$ cat src/rtl/window_33.sv
// Horizontal 3x3 window assembler: delays incoming 3-row columns by one and two pixels
// and emits {col x+1, col x, col x-1} per pixel/channel. WINDOW33_ZERO_PAD_EN selects same-padding.
module window_33 #(
  parameter int SIZE    = 28,
  parameter int CHANNEL = 128,
  parameter int LEN     = 3
) (
  input  logic               i_sclk,
  input  logic               i_vsync,
  input  logic               i_hsync,
  input  logic               i_reuse,
  input  logic               i_valid,
  input  logic [2*LEN-1:0]   i_tdata,
  output logic               o_vsync_w,
  output logic               o_hsync_w,
  output logic               o_reuse_w,
  output logic               o_valid_w,
  output logic [6*LEN-1:0]   o_tdata_w,
  output logic               o_error
);

`ifdef WINDOW33_ZERO_PAD_EN
  localparam bit PAD = 1'b1;
`else
  localparam bit PAD = 1'b0;
`endif

  localparam int CW  = 2*LEN;
  localparam int CHW = (CHANNEL > 1) ? $clog2(CHANNEL) : 1;
  localparam int PW  = (SIZE > 1) ? $clog2(SIZE) : 1;
  localparam logic [CHW-1:0] CH_LAST   = CHW'(CHANNEL-1);
  localparam logic [PW-1:0]  PX_LASTIN = PW'(SIZE-2);
  localparam logic [PW-1:0]  PX_END    = PW'(SIZE-1);
  // Pixel index of the first emitted window; also where loading stops.
  localparam logic [PW-1:0]  FIRST_PX  = PAD ? PW'(0) : PW'(1);

  typedef enum logic [1:0] {S_IDLE, S_FILL, S_RUN, S_FLUSH} state_t;

  state_t                   state_q, state_d;
  logic [CHW-1:0]           ch_q, ch_d;
  logic [PW-1:0]            px_q, px_d;
  logic [CHANNEL-1:0][CW-1:0] d1_q, d2_q;
  logic                     err_q, err_d;
  logic                     reuse_q, reuse_d;
  logic                     pend_q, pend_d;
  logic                     pend_reuse_q, pend_reuse_d;
  logic                     shift, clr_d1, win_vld, win_hs;
  logic [CW-1:0]            col_in, col_left;
  logic                     ch_last;

  assign ch_last  = (ch_q == CH_LAST);
  assign col_left = (PAD && px_q == '0) ? '0 : d2_q[CHANNEL-1];

  always_comb begin
    state_d      = state_q;
    ch_d         = ch_q;
    px_d         = px_q;
    err_d        = err_q;
    reuse_d      = reuse_q;
    pend_d       = pend_q;
    pend_reuse_d = pend_reuse_q;
    shift        = 1'b0;
    clr_d1       = 1'b0;
    win_vld      = 1'b0;
    win_hs       = 1'b0;
    col_in       = i_tdata;
    case (state_q)
      S_IDLE: begin
        if (i_valid) err_d = 1'b1;
        if (i_hsync) begin
          state_d = S_FILL;
          reuse_d = i_reuse;
          ch_d    = '0;
          px_d    = '0;
        end
      end
      S_FILL, S_RUN: begin
        if (i_hsync) begin
          err_d   = 1'b1;
          state_d = S_FILL;
          reuse_d = i_reuse;
          ch_d    = '0;
          px_d    = '0;
          clr_d1  = 1'b1;
        end else if (i_valid) begin
          shift = 1'b1;
          if (state_q == S_RUN) begin
            win_vld = 1'b1;
            win_hs  = (px_q == FIRST_PX) && (ch_q == '0);
          end
          if (!ch_last) begin
            ch_d = ch_q + 1'b1;
          end else begin
            ch_d = '0;
            if (state_q == S_FILL) begin
              if (px_q == FIRST_PX) state_d = S_RUN;
              else                  px_d    = px_q + 1'b1;
            end else if (px_q == PX_LASTIN) begin
              state_d = PAD ? S_FLUSH : S_IDLE;
              px_d    = PAD ? PX_END : '0;
            end else begin
              px_d = px_q + 1'b1;
            end
          end
        end
      end
      S_FLUSH: begin
        // Right padding: last pixel is output against a zero column.
        shift   = 1'b1;
        col_in  = '0;
        win_vld = 1'b1;
        if (i_valid) err_d = 1'b1;
        if (i_hsync) begin
          err_d        = 1'b1;
          pend_d       = 1'b1;
          pend_reuse_d = i_reuse;
        end
        if (!ch_last) begin
          ch_d = ch_q + 1'b1;
        end else begin
          ch_d = '0;
          px_d = '0;
          if (pend_q || i_hsync) begin
            state_d = S_FILL;
            reuse_d = i_hsync ? i_reuse : pend_reuse_q;
            pend_d  = 1'b0;
          end else begin
            state_d = S_IDLE;
          end
        end
      end
      default: state_d = S_IDLE;
    endcase
  end

  always_ff @(posedge i_sclk) begin
    o_vsync_w <= i_vsync;
    if (i_vsync) begin
      state_q      <= S_IDLE;
      ch_q         <= '0;
      px_q         <= '0;
      d1_q         <= '0;
      d2_q         <= '0;
      err_q        <= 1'b0;
      reuse_q      <= 1'b0;
      pend_q       <= 1'b0;
      pend_reuse_q <= 1'b0;
      o_hsync_w    <= 1'b0;
      o_valid_w    <= 1'b0;
      o_tdata_w    <= '0;
    end else begin
      state_q      <= state_d;
      ch_q         <= ch_d;
      px_q         <= px_d;
      err_q        <= err_d;
      reuse_q      <= reuse_d;
      pend_q       <= pend_d;
      pend_reuse_q <= pend_reuse_d;
      if (clr_d1) begin
        d1_q <= '0;
      end else if (shift) begin
        d1_q <= {d1_q[CHANNEL-2:0], col_in};
        d2_q <= {d2_q[CHANNEL-2:0], d1_q[CHANNEL-1]};
      end
      o_hsync_w <= win_hs;
      o_valid_w <= win_vld;
      o_tdata_w <= win_vld ? {col_in, d1_q[CHANNEL-1], col_left} : '0;
    end
  end

  assign o_reuse_w = reuse_q;
  assign o_error   = err_q;

endmodule

$ cat config.mk
export PLATFORM = sky130hd
export DESIGN_NAME = window_33
export DESIGN_NICKNAME = d
export VERILOG_FILES = /design/src/rtl/window_33.sv
export SDC_FILE = /design/constraint.sdc
export NUM_CORES = 2
export LEC_CHECK = 0
export CORE_AREA = 2 2 372 374
export CTS_BUF_LIST = sky130_fd_sc_hd__clkbuf_2
export DETAILED_ROUTE_END_ITERATION = 6
export DIE_AREA = 0 0 374 376
export SETUP_SLACK_MARGIN = 0.2
export SKIP_CTS_REPAIR_TIMING = 1
export SLEW_MARGIN = 20
export SYNTH_ARGS = -nofsm -noshare
export SYNTH_HDL_FRONTEND = slang
export SYNTH_SLANG_ARGS = --single-unit
$ cat constraint.sdc
create_clock -name i_sclk -period 6.4 [get_ports i_sclk]
set_input_delay 0.64 -clock i_sclk [delete_from_list [all_inputs] [get_ports i_sclk]]
set_output_delay 0.64 -clock i_sclk [all_outputs]
set_load 0.02 [all_outputs]
==> results.yml <==
cts:
  cts_root_buf: "clkbuf_2"
  cts_tree: "done"
  clock_sinks: 1575
  cts_made_buffers: 403
  clkLatencyLatePin_ns: 1.58
  path_clk_slew_ns: 0.09
  cts.htree.levels: 5
  clk_path_buf_depth: 4
detailed_routing:
  drc_errors: 0
  ant_nets: 0
  wl_per_cell_um: 10.7
  num_vias: 42100
  dr.pass1.iters: 5
  drt-vias-per-instance: 4.76
  routed_wl_um: 94400
  drt_iter0_drc: 2754
job:
  maxCapViolCount: 0
critical_path:
  path_cells: "clkdlybuf4s50_1"
  crit_fanout: 1
  path_delay_family: "buffers and inverters"
  critPathBufInv: 1
  slowest_delay_ns: 0.67
  worstPathArrival_ns: 2.71
  critPathCaptureType: "output pin"
  criticalPathCategory: "flop to output pin"
  cp-start-kind: "flop"
  required_ns: 5.76
  slowest_stage: "clkdlybuf4s50_1"
synth:
  yosys_warnings: 0
  syn_inst: 6847
  syn_area_per_cell_um2: 7.92
  syn_nets: 6869
  yosysTopAreaCell: "dfxtp_1"
  ys_seq_elements: 1575
  ys_seq_area_share_pct: 58.1
  synth-main-ff-cell: "dfxtp_1"
  synth_area_leaders: "dfxtp_1, nand2_1, a21oi_1"
  synth_area_mm2: 0.0542
  synth_edf_count: 0
  synth_top_area_share_pct: 58.1
  synthArstFlopShare_pct: 0
  synth_cell_types: 50
finish:
  final_cell_mix: "nand2_1, dfxtp_1, a21oi_1"
  layout.cells.non_filler: 8850
  layout-drive-gt1-share_pct: 8.98
  syn_to_final_growth_pct: 7.49
  nNetsFinal: 6835
  final_common_cell: "nand2_1"
global_routing:
  antenna_found_initial: 2
  grt_max_degree: 231
  grt_usage_pct: 13.1
  grt-ovfl-total: 0
  grt_pass1_wl_um: 167000
  first_global_vias: 39200
die:
  dieWidth_um: 374
  initial_utilization_pct: 39.7
  die_area_mm2: 0.141
  fp-row-count: 136
  core-area_mm2: 0.137
  num_io_pins: 34
  die_y_um: 376
sta:
  skew_ns: 0.105
  maxSlewHeadroom_pct: 30.9
  slew_viol_final: 0
  finalSetupTns_ns: 0
  fin_crit_ns: 3.35
  finalSetupViolCount: 0
  rsz0062_at_grt: "no"
  max_clock_freq_mhz: 298
  worst-slew-pin-transition_ns: 1.04
  fin_crit_sh_pct: 52.4
  hold_viol_final: 0
power:
  p_switching_w: 0.00431
  seq_power_share_pct: 58.6
  leakagePower_nw: 18.7
  power.total_w: 0.0167
  power.internal_w: 0.0124
  swShare_pct: 25.8
  pwr-share-clk_pct: 37.4
  peakVddDrop_mv: 0.180
  comb_power_share_pct: 4.1
  powerDensity_mw_per_mm2: 287
outcome:
  status: "finished, final reports clean"
placement:
  numPortBuffers: 33
  routabilityCongestion: 0.711
  hpwl_um: 45300
  dp.cells: 8192
worst_hold_path:
  hp-class: "input pin to flop"
==> synth_stat cells, types with 3 or more instances <==
cell      count
nand3_1      11
clkbuf_1    197
or3_1         3
a21o_1        3
o21ai_0       5
dfxtp_1    1575
buf_1         4
buf_6         5
a31oi_1       3
nand2_1    3074
nand2b_1      9
nor3_1        7
buf_4        40
inv_1        11
a211oi_1      3
a21oi_1    1548
buf_2       272
mux2i_1       4
o31ai_1       5
nor2_1        5
and2_1       18
ha_1         11
==> sequential cells by signal, indices dropped and copies added (netlist names) <==
| name | count |
|---|---|
| o_hsync_w | 1 |
| o_vsync_w | 1 |
| o_error | 1 |
| d1_q | 768 |
| d2_q | 762 |
| ch_q | 7 |
| col_left | 6 |
| state_q | 2 |
| pend_q | 1 |
| pend_reuse_q | 1 |
| px_q | 5 |
| o_tdata_w | 18 |
| o_reuse_w | 1 |
| o_valid_w | 1 |
==> stage by stage <==
| stage | worst slack (ns) | utilization [%] | hold WS, ns | instance area [µm²] |
|---|---|---|---|---|
| global route | 2.75 | 42.7 | -0.0272 | 58300 |
| CTS | 2.79 | 42.6 | -0.780 | 58200 |
| global placement | 2.77 | 40.2 | 0.435 | 54900 |
| floorplan | 4.39 | - | 0.430 | 54200 |
| detailed placement | 2.74 | 40.2 | 0.441 | 54900 |
| finish | 3.05 | 42.7 | 0.114 | 58300 |
==> cell type report <==
type                            instances  area [µm²]
Fill cell                           14000       78300
Sequential cell                      1575       31500
Multi-Input combinational cell       4743       20200
Clock buffer                          571        2860
Tap cell                             1794        2240
Timing Repair Buffer                   79         972
Clock inverter                         69         403
Inverter                               11        41.3
Antenna cell                            8        20.0
==> power by group through the flow <==
stage          Sequential, W  Combinational, W  Clock, W
2_1_floorplan         0.0100          0.000567         0
3_3_place_gp          0.0100          0.000683         0
3_5_place_dp          0.0100          0.000683         0
4_1_cts              0.00980          0.000684   0.00662
5_1_grt              0.00981          0.000753   0.00711
6_report             0.00980          0.000677   0.00625
==> routing by layer <==
metal	vias to the layer above	routed length, µm	share of wire [%]	global-route usage [%]
li1	22000	-	-	-
met1	19400	45800	49	16.1
met2	518	43100	46	21.8
met3	169	3630	3.8	3.27
met4	0	1900	2.0	5.95
met5	-	0	0	0
==> cells by family after synthesis <==
| family | Yosys count | share of synthesized area [%] |
|---|---|---|
| flops | 1575 | 58.1 |
| compound gates | 1581 | 14.8 |
| fa+ha+maj | 11 | 0.254 |
| simple gates | 3146 | 22.1 |
| buf+inv | 529 | 4.63 |
| mux | 4 | 0.0738 |
| xor+xnor | 1 | 0.0161 |
==> worst paths after layout <==
check	start	endpoint	slack [ns]	depth (start not counted)
hold reg to reg	d1_q[161]$_SDFFE_PP0P_	d1_q[167]$_SDFFE_PP0P_	0.36	2
setup / recovery	o_tdata_w[5]$_SDFF_PP0_	o_tdata_w[5]	3.05	1
setup reg to reg	state_q[0]$_SDFFE_PP0P_	d2_q[253]$_SDFFE_PP0P_	3.09	8
hold / removal	i_vsync	pend_reuse_q$_SDFFE_PP0N_	0.11	3
(Power assumes the default switching activity.)
